## src/rtl/stepper_seq_drv.sv

```systemverilog
// Stepper-motor phase sequencer: accepts move commands and steps a PHASES-coil
// one-hot/two-hot drive pattern at a programmable rate while tracking absolute position.
module stepper_seq_drv #(
    parameter int unsigned PHASES = 4,
    parameter int unsigned CNT_W  = 8,
    parameter int unsigned DIV_W  = 8,
    parameter int unsigned POS_W  = 16
) (
    input  logic              drv_clk,
    input  logic              reset,
    input  logic              cmd_valid,
    output logic              cmd_ready,
    input  logic              cmd_dir,
    input  logic              cmd_half,
    input  logic [CNT_W-1:0]  cmd_steps,
    input  logic [DIV_W-1:0]  cmd_period,
    input  logic              abort,
    output logic [PHASES-1:0] motor_drv,
    output logic              busy,
    output logic              done,
    output logic              aborted,
    output logic [CNT_W-1:0]  steps_left,
    output logic [POS_W-1:0]  position
);

    localparam int unsigned NPH  = 2 * PHASES;
    // Two spare codes so ph + 2 never overflows before the modulo correction.
    localparam int unsigned PH_W = $clog2(NPH + 2);

    typedef enum logic [1:0] {
        S_IDLE,
        S_RUN,
        S_DONE
    } state_t;

    state_t             state;
    logic [PH_W-1:0]    ph;
    logic               dir_q;
    logic               half_q;
    logic [DIV_W-1:0]   period_q;
    logic [DIV_W-1:0]   div;

    logic [PH_W-1:0]    step_mag;
    logic [PH_W-1:0]    ph_sum;
    logic [PH_W-1:0]    ph_next;
    logic [POS_W-1:0]   pos_mag;
    logic [POS_W-1:0]   pos_delta;

    // Coil i is driven by its own full-step index and both neighbouring half-step indices.
    function automatic logic [PHASES-1:0] pat_of(input logic [PH_W-1:0] p);
        logic [PHASES-1:0] res;
        res = '0;
        for (int i = 0; i < int'(PHASES); i++) begin
            res[i] = (p == PH_W'(2 * i)) || (p == PH_W'(2 * i + 1)) ||
                     (p == PH_W'((2 * i + int'(NPH) - 1) % int'(NPH)));
        end
        return res;
    endfunction

    // Next phase index (modulo 2*PHASES, both directions) and signed position delta.
    always_comb begin
        step_mag = half_q ? PH_W'(1) : PH_W'(2);
        ph_sum   = ph + step_mag;
        ph_next  = ph_sum;
        if (dir_q) begin
            if (ph_sum >= PH_W'(NPH)) begin
                ph_next = ph_sum - PH_W'(NPH);
            end
        end else if (ph < step_mag) begin
            ph_next = ph + PH_W'(NPH) - step_mag;
        end else begin
            ph_next = ph - step_mag;
        end
        pos_mag   = half_q ? POS_W'(1) : POS_W'(2);
        pos_delta = dir_q ? pos_mag : POS_W'(0) - pos_mag;
    end

    assign cmd_ready = (state == S_IDLE) && !reset;
    assign busy      = (state == S_RUN);

    always_ff @(posedge drv_clk) begin
        if (reset) begin
            state      <= S_IDLE;
            ph         <= '0;
            dir_q      <= 1'b0;
            half_q     <= 1'b0;
            period_q   <= '0;
            div        <= '0;
            steps_left <= '0;
            position   <= '0;
            done       <= 1'b0;
            aborted    <= 1'b0;
            motor_drv  <= '0;
        end else begin
            done <= 1'b0;
            case (state)
                S_IDLE: begin
                    if (cmd_valid) begin
                        dir_q      <= cmd_dir;
                        half_q     <= cmd_half;
                        period_q   <= cmd_period;
                        div        <= cmd_period;
                        steps_left <= cmd_steps;
                        aborted    <= 1'b0;
                        motor_drv  <= pat_of(ph);
                        if (cmd_steps == '0) begin
                            state <= S_DONE;
                            done  <= 1'b1;
                        end else begin
                            state <= S_RUN;
                        end
                    end
                end
                S_RUN: begin
                    // Abort takes priority over a step due on the same edge.
                    if (abort) begin
                        state   <= S_DONE;
                        done    <= 1'b1;
                        aborted <= 1'b1;
                    end else if (div == '0) begin
                        ph         <= ph_next;
                        motor_drv  <= pat_of(ph_next);
                        position   <= position + pos_delta;
                        div        <= period_q;
                        steps_left <= steps_left - CNT_W'(1);
                        if (steps_left == CNT_W'(1)) begin
                            state <= S_DONE;
                            done  <= 1'b1;
                        end
                    end else begin
                        div <= div - DIV_W'(1);
                    end
                end
                S_DONE: begin
                    state <= S_IDLE;
                end
                default: begin
                    state <= S_IDLE;
                end
            endcase
        end
    end

endmodule

```

## config.mk

```make
export PLATFORM = sky130hd
export DESIGN_NAME = stepper_seq_drv
export DESIGN_NICKNAME = d
export VERILOG_FILES = /design/src/rtl/stepper_seq_drv.sv
export SDC_FILE = /design/constraint.sdc
export NUM_CORES = 1
export LEC_CHECK = 0
export BUFFER_PORTS_ARGS = -buffer_cell sky130_fd_sc_hd__buf_4
export CAP_MARGIN = 30
export CELL_PAD_IN_SITES_DETAIL_PLACEMENT = 1
export CELL_PAD_IN_SITES_GLOBAL_PLACEMENT = 2
export CORE_MARGIN = 2
export CORE_UTILIZATION = 33
export DETAILED_ROUTE_END_ITERATION = 10
export GPL_TIMING_DRIVEN = 0
export PLACE_DENSITY_LB_ADDON = 0.1
export SLEW_MARGIN = 20
export SYNTH_ARGS = -nofsm -noshare
export SYNTH_HDL_FRONTEND = slang
export SYNTH_SLANG_ARGS = --single-unit
export TNS_END_PERCENT = 5
```

## constraint.sdc

```tcl
create_clock -name drv_clk -period 3.8 [get_ports drv_clk]
set_input_delay 0.57 -clock drv_clk [delete_from_list [all_inputs] [get_ports drv_clk]]
set_output_delay 0.57 -clock drv_clk [all_outputs]
set_load 0.005 [all_outputs]
```

Yosys cells after proc, flatten, opt, wreduce, memory -nomap -nowiden
Cells that the tools add are included.

storage, ports and cells
  flip-flop bits (word level) = 54
  input bits = 22
  output and inout port bits = 32
  logic and storage cells = 108

operators by class
  add/sub/neg operators = 9
  $lt $le $gt $ge = 2
  equal/unequal tests = 22
  muxes and demuxes = 33
  bitwise gates (word level) = 1
  reductions and logical operators = 30

operator list
  cell                 number
  $mux 8               6
  $eq 4x3->1 const B   8
  $pmux 8 s2           2
  $mux 4               6
  $add 16x16->16       1
  $eq 4x2->1 const B   4
  $logic_not 8->1      2
  $logic_or 1x1->1     16
  $mux 16              1
  $sub 8x1->8 const B  2
  $mux 2               7
  $reduce_and 3->1     4
  $eq 4x1->1 const B   2
  $eq 8x1->1 const B   1
  $logic_not 4->1      2
  $pmux 4 s2           1
  $sub 4x2->4          2
  $mux 1               7
  $ne 2x2->1 const B   3
  $ne 3x2->1 const B   2
  $add 4x2->4          1
  $add 4x4->4 const B  1
  $ge 4x4->1 const B   1
  $lt 4x2->1           1
  13 further kinds     14

Longest topological paths before layout
  depth after elaboration = 11
  gate-level depth with buffers = 11

Worst setup path before layout
Ideal clock, no wire load.

  path type = register to register
  start = register dir_q
  end = register position[12]
  setup time = 125 ps
  data arrival time = 2639 ps
  path slack = 1036 ps
  stages on the path, launching flop included = 9
  cells stage by stage = dfxtp_1 clkbuf_1 clkinv_1 ha_1 a211oi_1 o21ai_0 a2111oi_0 nor3_1 nand3b_1

between the ends
  word-level cells in the longest chain between the ends = 2

ends and longest elaborated chain
  what                    line  text
  from (decl)             38    logic dir_q;
  from (signal assigned)  99    dir_q <= cmd_dir;
  $mux 16                 75    pos_delta = dir_q ? pos_mag : POS_W'(0) - pos_mag;
  $add 16x16->16          123   position <= position + pos_delta;
  to (signal assigned)    123
  to (decl)               23    output logic [POS_W-1:0] position

Every way passes these cells.
A chain may end at the register's enable or synchronous reset.

Worst setup path in the final report
Ends and elaborated chain as after synthesis.

==> impl_metrics.tcl <==
set metrics [dict create \
    grt_use_met1_pct 27.1 \
    layout-area-overhead-vs-synth_pct 18.2 \
    yosysWarnings 0 \
    wl_per_cell_um 18.1 \
    drt-total-wl_mm 12.2 \
    clock-root-buffer "clkbuf_8" \
    holdWs_ns 0.464 \
    dpl.cell_count 669 \
    cts_tree "yes" \
    ys_seq_area_share_pct 29.3 \
    arrival_ns 3.60 \
    postLayoutCoreUtil_pct 40.0 \
    slew_violations 0 \
    pin_count 54 \
    clockPowerShare_pct 19.5 \
    power.total_mw 1.93 \
    p_seq_share_pct 36.8 \
    power_leakage_nw 1.80 \
    max-slew-margin-rel_pct 42.2 \
    rows 38 \
    synth.avg_cell_area_um2 7.74 \
    required_ns 4.03 \
    worst_pin_slew_ns 0.866 \
    syn_inst 476 \
    critPathCapture "position[12]$_SDFFE_PP0P_" \
    setup_tns_ns 0 \
    h-tree-depth 2 \
    syn_nets 528 \
    startpoint "dir_q$_SDFFE_PP0P_" \
    clk_latency_ns 0.33 \
    dp_hpwl_mm 9.09 \
    clock_path_buffers 2 \
    clock_sinks 54 \
    post_dp_cell_area_um2 4260 \
    ys_ff_latch 54 \
    dr.pass1.iters 4 \
    grt_pass1_vias 3921 \
    r2r-start "dir_q$_SDFFE_PP0P_" \
    met3_usage_pct 2.61 \
    viasPerCell 5.63 \
    setup_ws_ns 0.425 \
    synth_edf_count 0 \
    synth_ff_type "dfxtp_1" \
    skew_ns 0.00925 \
    diodes 0 \
    peakVddDrop_v 0.000182 \
    r2r-end "position[12]$_SDFFE_PP0P_" \
    die_h_um 110 \
    grt-ovfl-total 0 \
    place.gp.congestion 0.820 \
    grt_pass1_wl_mm 20.0 \
    preCtsSetupSlack_ns -0.0168 \
    status "finished, final reports clean" \
    antenna_found_initial 0 \
    fin_area_um2 4360 \
    setup_viol 0 \
    rrSetupSlack_ns 0.42 \
    grt-busiest-layer "met2" \
    max-cap-violations 0 \
    path_clk_slew_ns 0.12 \
    crit_type "flip-flop to flip-flop" \
    drtIter0Drc 118 \
    fin_crit_sh_pct 88.8 \
    fillers 1370 \
    core_um2 10900 \
    rsz0062_at_grt "no" \
    die_area_um2 12000 \
    vias 3809 \
    ant_nets 0 \
    grt_max_degree 22 \
    switching_share_pct 42.2 \
    reg2reg_depth 8 \
    finalCriticalPeriod_ns 3.38 \
    finalHoldViolCount 0 \
    die_x_um 110 \
    final_nets 588 \
    p_comb_share_pct 43.7 \
    yosysUniqueCellTypes 60 \
    layout-drive-gt1-share_pct 14.2 \
    cts_made_buffers 5 \
    portBuffers 53 \
    critical_path.max_fanout 21 \
    end_kind "flip-flop" \
    max_freq_ghz 0.296 \
    power.density_nw_per_um2 442 \
    min_path_type "flip-flop to flip-flop" \
    route.detailed.drc 0 \
    synth_area_um2 3680 \
    fin_cells 677 \
    start_util_pct 33.8 \
    cp-start-kind "flip-flop" \
    switchingPower_mw 0.813 \
    async_flop_share_pct 0 \
    p_int_mw 1.11 \
    grt.total_usage_pct 21.3 \
    grt_use_met2_pct 38.1 \
]
[worst min path at each step]
stage	cells past startpoint	from	slack [ns]	end
floorplan	2	period_q[0]$_SDFFE_PP0P_	0.44	period_q[0]$_SDFFE_PP0P_
global placement	2	period_q[1]$_SDFFE_PP0P_	0.44	period_q[1]$_SDFFE_PP0P_
detailed placement	2	period_q[1]$_SDFFE_PP0P_	0.45	period_q[1]$_SDFFE_PP0P_
CTS	3	cmd_period[6]	0.47	period_q[6]$_SDFFE_PP0P_
global route	3	cmd_dir	0.46	dir_q$_SDFFE_PP0P_
finish	2	period_q[1]$_SDFFE_PP0P_	0.46	period_q[1]$_SDFFE_PP0P_
[critical path, cell delays in order (launching register included)]
cell and delay (ns):
dfxtp_1 0.32, clkbuf_1 0.39, clkinv_2 0.46, ha_1 0.49, a211oi_1 0.42, o21ai_0 0.26, a2111oi_0 0.63, nor3_1 0.12
nand3b_1 0.18
[flip-flops by register name, summed over array words and instances, names as in the netlist, 2 cells and up]
signal      flops
period_q        8
steps_left      8
ph              4
motor_drv       4
position       16
state           2
div             8
[power by group through the flow]
stage               clock network, mW  registers, mW  logic [mW]
finish                          0.376          0.708       0.842
global route                    0.417          0.721       0.944
CTS                             0.396          0.710       0.843
detailed placement                  0          0.723       0.838
global placement                    0          0.719       0.831
floorplan                           0          0.703       0.573
[layout by cell type, fill, tap and decap left out, types with 14 or more instances in the layout]
master / instances
a21oi_1: 55
ha_1: 26
buf_4: 54
dfxtp_1: 54
inv_1: 21
nand2_1: 64
nand3_1: 14
nor2_1: 33
o21ai_0: 25
clkbuf_1: 17
[logic make-up (layout without fill, tap and decap cells)]
group	after synthesis	after routing	synth area share (%)
buf+inv	46	107	5.47
flops	54	54	29.3
fa+ha+maj	30	30	11.0
mux	3	3	0.815
simple gates	177	177	23.5
xor+xnor	11	11	2.61
compound gates	155	155	27.2
[layout make-up]
| type | instances | area, um2 | share of cell area [%] |
|---|---|---|---|
| clock buffer | 5 | 68.8 | 1.58 |
| sequential | 54 | 1080 | 24.8 |
| timing repair buffer | 53 | 398 | 9.13 |
| multi-input combinational | 376 | 2400 | 55.1 |
| clock inverter | 3 | 28.8 | 0.661 |
| buffer | 24 | 119 | 2.73 |
| tap | 140 | 175 | 4.02 |
| inverter | 22 | 83.8 | 1.92 |
[cell usage after synthesis (9+ instances only)]
master     n  area share (%)
o211ai_1  12             2.4
clkbuf_1  17             1.7
ha_1      26             8.8
nand2_1   64             6.5
o21ai_0   25             3.4
a21oi_1   55             7.5
inv_1     21             2.1
nand3_1   14             1.9
nor3_1    12             1.6
nor2_1    33             3.4
dfxtp_1   54              29
or3_1      9             1.5
[routing by layer]
| layer | vias up | share of wire, % |
|---|---|---|
| li1 | 1868 | - |
| met1 | 1866 | 46 |
| met2 | 61 | 50 |
| met3 | 14 | 2.8 |
| met4 | 0 | 1.7 |
| met5 | - | 0 |
[what timing repair did]
action	4_1_cts	5_1_grt
resized for setup	1	0
hold buffers	0	0
setup endpoints to repair	1	0
setup buffers	0	0
Note: power is estimated with default switching activity, not from simulation.
